[src/rtl/ucode_pkg.sv]
// Shared micro-code definitions for the microsequencer: FSM states, branch codes
// and the micro-ROM contents (branch code plus control word per micro-address).
package ucode_pkg;

    typedef enum logic {
        ST_IDLE = 1'b0,
        ST_RUN  = 1'b1
    } state_e;

    localparam logic [2:0] BC_NEXT   = 3'd0;
    localparam logic [2:0] BC_DISP_A = 3'd1;
    localparam logic [2:0] BC_DISP_B = 3'd2;
    localparam logic [2:0] BC_JUMP   = 3'd3;
    localparam logic [2:0] BC_RET    = 3'd4;

    localparam logic [3:0] JUMP_TARGET = 4'd7;
    localparam logic [3:0] ILLEGAL_LO  = 4'd13;

    typedef struct packed {
        logic [2:0] bc;
        logic [7:0] ctrl;
    } urom_entry_t;

    function automatic urom_entry_t urom_lookup(input logic [3:0] addr);
        urom_entry_t e;
        case (addr)
            4'd0:    e = '{bc: BC_NEXT,   ctrl: 8'h81};
            4'd1:    e = '{bc: BC_NEXT,   ctrl: 8'h42};
            4'd2:    e = '{bc: BC_NEXT,   ctrl: 8'h24};
            4'd3:    e = '{bc: BC_DISP_A, ctrl: 8'h18};
            4'd4:    e = '{bc: BC_JUMP,   ctrl: 8'h11};
            4'd5:    e = '{bc: BC_JUMP,   ctrl: 8'h22};
            4'd6:    e = '{bc: BC_NEXT,   ctrl: 8'h33};
            4'd7:    e = '{bc: BC_NEXT,   ctrl: 8'h0F};
            4'd8:    e = '{bc: BC_NEXT,   ctrl: 8'hF0};
            4'd9:    e = '{bc: BC_NEXT,   ctrl: 8'h3C};
            4'd10:   e = '{bc: BC_DISP_B, ctrl: 8'hC3};
            4'd11:   e = '{bc: BC_RET,    ctrl: 8'h5A};
            4'd12:   e = '{bc: BC_RET,    ctrl: 8'hA5};
            default: e = '{bc: BC_RET,    ctrl: 8'h00};
        endcase
        return e;
    endfunction

    function automatic logic is_illegal(input logic [3:0] addr);
        return (addr >= ILLEGAL_LO);
    endfunction

endpackage

[src/rtl/microsequencer_ctrl_seq_next_addr.sv]
// Combinational next micro-address selection from the current address,
// its branch code and the dispatch operand.
module seq_next_addr
    import ucode_pkg::*;
(
    input  logic [3:0] upc,
    input  logic [2:0] bc,
    input  logic [1:0] op_in,
    output logic [3:0] next_upc
);

    // Branch-code driven successor address; every return code goes back to 0.
    always_comb begin
        next_upc = 4'd0;
        case (bc)
            BC_NEXT:   next_upc = upc + 4'd1;
            BC_DISP_A: begin
                case (op_in)
                    2'd0:    next_upc = 4'd4;
                    2'd1:    next_upc = 4'd5;
                    default: next_upc = 4'd6;
                endcase
            end
            BC_DISP_B: begin
                if (op_in == 2'd0) begin
                    next_upc = 4'd11;
                end else begin
                    next_upc = 4'd12;
                end
            end
            BC_JUMP:   next_upc = JUMP_TARGET;
            default:   next_upc = 4'd0;
        endcase
    end

endmodule

[src/rtl/microsequencer_ctrl.sv]
// Two-state microsequencer: steps a 16-entry micro-ROM, dispatches on op_in,
// and counts completed instructions.
module microsequencer_ctrl
    import ucode_pkg::*;
#(
    parameter int CW_W = 8
) (
    input  logic            clk,
    input  logic            rst_n,
    input  logic            start,
    input  logic [1:0]      op_in,
    input  logic            op_valid,
    output logic            op_ack,
    input  logic            stall,
    output logic [3:0]      upc,
    output logic [2:0]      branch_ctl,
    output logic [CW_W-1:0] ctrl_word,
    output logic            busy,
    output logic            done,
    output logic            err,
    output logic [7:0]      instr_cnt
);

    state_e      state_q, state_d;
    logic [3:0]  upc_q, upc_d;
    logic [7:0]  cnt_q, cnt_d;

    urom_entry_t entry_s;
    logic [3:0]  next_upc_s;
    logic        run_s;
    logic        dispatch_s;
    logic        retire_s;
    logic        ret_s;

    assign entry_s = urom_lookup(upc_q);

    seq_next_addr u_next (
        .upc      (upc_q),
        .bc       (entry_s.bc),
        .op_in    (op_in),
        .next_upc (next_upc_s)
    );

    // Retire qualification, pulse outputs and next-state computation.
    always_comb begin
        run_s      = (state_q == ST_RUN);
        dispatch_s = (entry_s.bc == BC_DISP_A) || (entry_s.bc == BC_DISP_B);
        ret_s      = entry_s.bc[2];
        // stall wins over op_valid and start; dispatches also wait for an operand
        retire_s   = run_s && !stall && (!dispatch_s || op_valid);

        op_ack     = run_s && dispatch_s && op_valid && !stall;
        done       = retire_s && ret_s;
        err        = retire_s && is_illegal(upc_q);
        branch_ctl = entry_s.bc;
        if (run_s) begin
            ctrl_word = CW_W'(entry_s.ctrl);
        end else begin
            ctrl_word = {CW_W{1'b0}};
        end

        state_d = state_q;
        upc_d   = upc_q;
        cnt_d   = cnt_q;
        case (state_q)
            ST_IDLE: begin
                upc_d = 4'd0;
                if (start && !stall) begin
                    state_d = ST_RUN;
                end else begin
                    state_d = ST_IDLE;
                end
            end
            ST_RUN: begin
                if (retire_s && ret_s) begin
                    state_d = ST_IDLE;
                    upc_d   = 4'd0;
                    cnt_d   = cnt_q + 8'd1;
                end else if (retire_s) begin
                    upc_d = next_upc_s;
                end else begin
                    upc_d = upc_q;
                end
            end
            default: begin
                state_d = ST_IDLE;
                upc_d   = 4'd0;
            end
        endcase
    end

    // State, micro-PC and instruction counter registers.
    always_ff @(posedge clk or negedge rst_n) begin
        if (!rst_n) begin
            state_q <= ST_IDLE;
            upc_q   <= 4'd0;
            cnt_q   <= 8'd0;
        end else begin
            state_q <= state_d;
            upc_q   <= upc_d;
            cnt_q   <= cnt_d;
        end
    end

    assign upc       = upc_q;
    assign busy      = (state_q == ST_RUN);
    assign instr_cnt = cnt_q;

endmodule
[config.mk]
export PLATFORM = sky130hd
export DESIGN_NAME = microsequencer_ctrl
export DESIGN_NICKNAME = d
export VERILOG_FILES = /design/src/rtl/ucode_pkg.sv /design/src/rtl/microsequencer_ctrl_seq_next_addr.sv /design/src/rtl/microsequencer_ctrl.sv
export SDC_FILE = /design/constraint.sdc
export NUM_CORES = 1
export LEC_CHECK = 0
export ABC_CLOCK_PERIOD_IN_PS = 2750
export CORE_ASPECT_RATIO = 1.5
export CORE_MARGIN = 4
export CORE_UTILIZATION = 38
export DETAILED_ROUTE_END_ITERATION = 10
export MAX_ROUTING_LAYER = met4
export PLACE_DENSITY = 0.75
export SLEW_MARGIN = 30
export SYNTH_ARGS = -nofsm -noshare
export SYNTH_HDL_FRONTEND = slang
export SYNTH_HIERARCHICAL = 1
export SYNTH_SLANG_ARGS = --single-unit
[constraint.sdc]
create_clock -name clk -period 2.75 [get_ports clk]
set_clock_uncertainty 0.15 [all_clocks]
set_input_delay 0.55 -clock clk [delete_from_list [all_inputs] [get_ports clk]]
set_output_delay 0.55 -clock clk [all_outputs]
set_load 0.005 [all_outputs]
# After elaboration in Yosys (flattened, before gate mapping)
# Memory sizes are Yosys's and may differ from the RTL's.
# Index checks and enable logic that the tools add are counted.
# word_totals
in_bits	7
register_bits	13
romBits	176
n_memories	1
output_inout_bits	27
word_cells	38
# op_classes
n_reduce_logical	15
eq_ne	5
n_addsub	2
n_mux	10
magnitude_cmp	1
n_bitwise	1
# mem_list
memory	depth	word_bits	rd	rd_clocked_by_memory_dff	write_ports	line	source
(no name shown)	16	11	1	0	0	ucode_pkg.sv:26	case (addr)
# ops
operator	count
4-bit one-hot mux with 4 select lines	1
8-bit by 1-bit adder with 8-bit output, second input constant	1
1-bit logical AND	8
4-bit 2-to-1 mux	2
8-bit 2-to-1 mux	1
4-bit one-hot mux with 2 select lines	1
3-bit by 2-bit equality test with 1-bit output, second input constant	2
4-bit by 1-bit adder with 4-bit output, second input constant	1
4-bit greater-or-equal comparator, second input constant	1
2-bit one-hot mux with 2 select lines	1
3-bit by 1-bit equality test with 1-bit output, second input constant	1
3-bit logical NOT	1
3-bit 2-to-1 mux	1
3-bit by 2-bit != test with 1-bit output, second input constant	1
2-bit by 1-bit equality test with 1-bit output, second input constant	1
1-bit logical NOT	2
2-bit logical NOT	1
1-bit logical OR	2
1-bit 2-to-1 mux	2
1-bit one-hot mux with 2 select lines	1
2-bit AND reduction	1
1-bit NOT	1

# Depth between registers and ports, before layout
# An unclocked memory read counts as a cell.
# depth
depth_word	9
ltp_mapped	9
mapped_depth_nobuf	9

# Cells and area by module
# Netlist, hierarchy kept.
# by_module_without_submodules
mod	area_each_um2	n_inst	seq_area_each_um2	cells_per_inst
microsequencer_ctrl	937.1	1	325.3	104
seq_next_addr	115.1	1	0.0	17

# Worst setup path before layout
# No wires, ideal clock.
# synth_timing
kind	register to output
startpoint	register upc_q[0] (netlist: upc[0])
endpoint	output op_ack
path_buffers	0
required_time_ps	2050
setup_slack_ps	534
stages_incl_launch_ff	6
t_arrival_ps	1516
cell_sequence	dfrtp_1 -> inv_1 -> ha_1 -> nand2_2 -> or2_4 -> a2111oi_2
# synth_between
elab_chain_len	6
word_cells_on_any_way	7
cone_classes	2 x eq/ne; 4 x reduce/logical; 1 x memory
# synth_rtl
item	line	source
start: declaration	microsequencer_ctrl.sv:25	logic [3:0] upc_q, upc_d;
start signal: assignment	microsequencer_ctrl.sv:100	upc_q <= upc_d;
memory read 16 x 11 bit (*)	--	
3-bit by 1-bit equality test with 1-bit output or 3-bit by 2-bit equality test with 1-bit output (tied branches)	microsequencer_ctrl.sv:47	dispatch_s = (entry_s.bc == BC_DISP_A) || (entry_s.bc == BC_DISP_B);
1-bit logical OR (*)	microsequencer_ctrl.sv:47	
1-bit logical AND (*) (3 in a row)	microsequencer_ctrl.sv:52	op_ack = run_s && dispatch_s && op_valid && !stall;
end: declaration	microsequencer_ctrl.sv:13	output logic op_ack,
# Every way passes the cells marked *; elsewhere a longest branch is shown, timed or not.

# Worst setup path in the final report
# layout_timing
startpoint	register upc_q[1] (netlist: upc[1])
endpoint	output ctrl_word[4]
# layout_between
elab_chain_len	2
# layout_rtl
item	line	source
memory read 16 x 11 bit	--	
8-bit 2-to-1 mux	microsequencer_ctrl.sv:56	if (run_s) begin
end: declaration	microsequencer_ctrl.sv:17	output logic [CW_W-1:0] ctrl_word,
# No other way between the ends.

==> flow_metrics.tcl <==
set metrics [dict create \
    gp_congestion 0.825 \
    area_growth_pct 50.8 \
    die-area_sq_um 3690 \
    synth.top_cell.area_share 0.309 \
    cts-htree-levels 1 \
    io_pins 34 \
    rsz0062_at_grt "yes" \
    synth-compound-area-share 0.193 \
    synth_xor_xnor_area_share 0.0832 \
    synth_edf_count 0 \
    cp_max_fo 4 \
    worst_pin_slew_ps 578 \
    routed_wl_mm 2.64 \
    synthesis.nets 136 \
    maxSlewHeadroom 0.613 \
    post-route-period-util 0.959 \
    ys_top_cells_by_count "dfrtp_1 (13), nor2_1 (13), nand2_1 (11)" \
    clock_path_buffers 2 \
    power_switching_share 0.410 \
    start_kind "flop" \
    critPathBufInv 2 \
    drc 0 \
    post-route-min-period_ps 2640 \
    slowest_delay_ps 440 \
    p_switching_w 0.000755 \
    utilization 0.593 \
    crit_path_cell_trace "buf_4, ha_1, nand2b_1, a21oi_1, o21a_1, clkdlybuf4s50_1" \
    ys_warn_count 6 \
    drtIter0Drc 16 \
    syn_area_sq_um 1050 \
    r2r_setup_slack_ps 700 \
    drtPass1Iterations 6 \
    combPwrFrac 0.732 \
    async_flop_share 1.00 \
    ys_seq_area_frac 0.309 \
    synth_cell_type_count 34 \
    clock_latency_ps 240 \
    ir_worst_vdd_uv 615 \
    synth.area.mux_share 0.0488 \
    synth_area_leader_cell "dfrtp_1" \
    rows 23 \
    drive_gt1_frac 0.194 \
    yosys-top-cells-area "dfrtp_1 (31%), ha_1 (9.5%), xnor2_1 (6.7%), nor2_1 (4.6%), nand2_1 (3.9%)" \
    port_buffers 33 \
    crit_start "upc[1]" \
    grt_pass1_vias 1006 \
    synth_top_family_by_area "simple AND/OR/NAND/NOR gates" \
    arrival_ps 1940 \
    endpoint_kind "output pin" \
    grt_max_degree 18 \
    overflow 0 \
    hpwl_mm 2.11 \
    r2r-start "upc[3]" \
    die_y_um 72.5 \
    preCtsSetupSlack_ps -99.5 \
    fp.dieW_um 51.0 \
    p_int_w 0.00109 \
    cts.sinks 13 \
    required_ps 2050 \
    core_area_sq_um 2680 \
    min-delay-path-class "flop to flop" \
    worstHoldStart "instr_cnt[7]" \
    cts_tree "done" \
    vias 1046 \
    p_seq_frac 0.177 \
    critPathTopFamily "buffers and inverters" \
    fmax_mhz 379 \
    layout_setup_ws_ps 112 \
    cts_made_buffers 3 \
    power.leakage_nw 0.703 \
    status "completed" \
    final_net_count 186 \
    start_util 0.393 \
    p_per_area_nw_per_um2 1160 \
    root_buffer "clkbuf_8" \
    setup_viol 0 \
    slowest_stage "clkdlybuf4s50_1" \
    grt_pass1_wl_mm 4.31 \
    hold_violations 0 \
    drtAntennaViolNets 0 \
    synthFlopType "dfrtp_1" \
    clkTransAtPathRegs_ps 50 \
    maxCapViolCount 0 \
    antenna_found_initial 0 \
    clkPwrFrac 0.090 \
    critPathKind "flop to output pin" \
    synth.avg_cell_area_sq_um 8.70 \
    synth_simple_gate_area_share 0.226 \
    via_per_inst 5.05 \
    syn_inst 121 \
    drv_slew 0 \
    n_antenna_cell 0 \
    avgRoutedWirePerCell_um 12.7 \
    track_usage 0.151 \
    yosys.area_share.adder 0.0951 \
    ys_ff_latch 13 \
]
[power by group through the flow]
stage	sequential, W	combinational, W	clock, W
6_report	0.000326	0.00135	0.000166
2_1_floorplan	0.000352	0.000671	0
5_1_grt	0.000339	0.00148	0.000175
4_1_cts	0.000325	0.00134	0.000169
3_5_place_dp	0.000332	0.00131	0
3_3_place_gp	0.000331	0.00128	0
[layout make-up]
class | count | area (sq um)
fill | 249 | 1090
multi-input combinational | 97 | 693
timing repair buffer | 49 | 450
sequential | 13 | 325
tap | 37 | 46.3
clock buffer | 4 | 45.0
inverter | 7 | 26.3
[sequential cells by signal (all words and copies together) (netlist names)]
name	flops
busy	1
upc	4
instr_cnt	8
[cells by family (layout without fill, tap and decap cells)]
family	count (synthesis)	count (layout)
fa+ha+maj	8	8
mux	5	5
flops	13	13
buf+inv	11	60
compound gates	27	27
simple gates	47	47
xor+xnor	10	10
[worst register-to-register path, stage by stage, from the launching register on]
cell      delay (ps)
dfrtp_1          390
buf_4            200
nand2b_1         230
o22ai_1          230
buf_4            180
nor2_2            50
a221oi_2         310
nand2_1           70
o21ai_0          150
[cell usage in the layout, fill, tap and decap left out, types with 4 or more instances in the layout]
| cell type | synthesis | final |
|---|---|---|
| a21oi_1 | 6 | 6 |
| buf_4 | 1 | 16 |
| clkdlybuf4s50_1 | 0 | 30 |
| dfrtp_1 | 13 | 13 |
| ha_1 | 8 | 7 |
| inv_1 | 7 | 5 |
| mux2i_1 | 4 | 4 |
| nand2_1 | 11 | 11 |
| nand2b_1 | 5 | 5 |
| nand4_1 | 5 | 5 |
| nor2_1 | 13 | 12 |
| o21ai_0 | 5 | 4 |
| xnor2_1 | 8 | 8 |
[worst paths after layout]
path / to / cells after the start
worst max-delay path: ctrl_word[4] / 6
worst max register to register: upc[2] / 8
max in group asynchronous: upc[0] / 1
worst min-delay path: instr_cnt[7] / 1
min in group asynchronous: instr_cnt[7] / 1
worst min register to register: instr_cnt[7] / 1
[layer usage]
layer | vias up | track usage | part of all wire
met4 | 0 | 0.0359 | 0
met3 | 0 | 0.0103 | 0.046
met2 | 35 | 0.297 | 0.56
met1 | 491 | 0.157 | 0.39
li1 | 520 | - | -
met5 | - | - | 0
[through the flow]
step	setup TNS, ps	power (W)	hold slack (ps)	cell area, sq um	std cells
finish	0	0.00184	327	1590	207
detailed placement	-99.5	0.00164	326	1510	201
global placement	-39.2	0.00161	320	1510	201
CTS	0	0.00184	336	1580	207
floorplan	0	0.00102	104	1050	121
global route	-6.06	0.00199	361	1590	207
[timing repair]
item | 4_1_cts | 5_1_grt
gates resized for setup | 4 | 6
setup endpoints to repair | 4 | 4
hold buffers | 0 | 0
buffers inserted | 2 | 0
pin swaps | 0 | 2
Note: power is estimated with default switching activity, not from simulation.
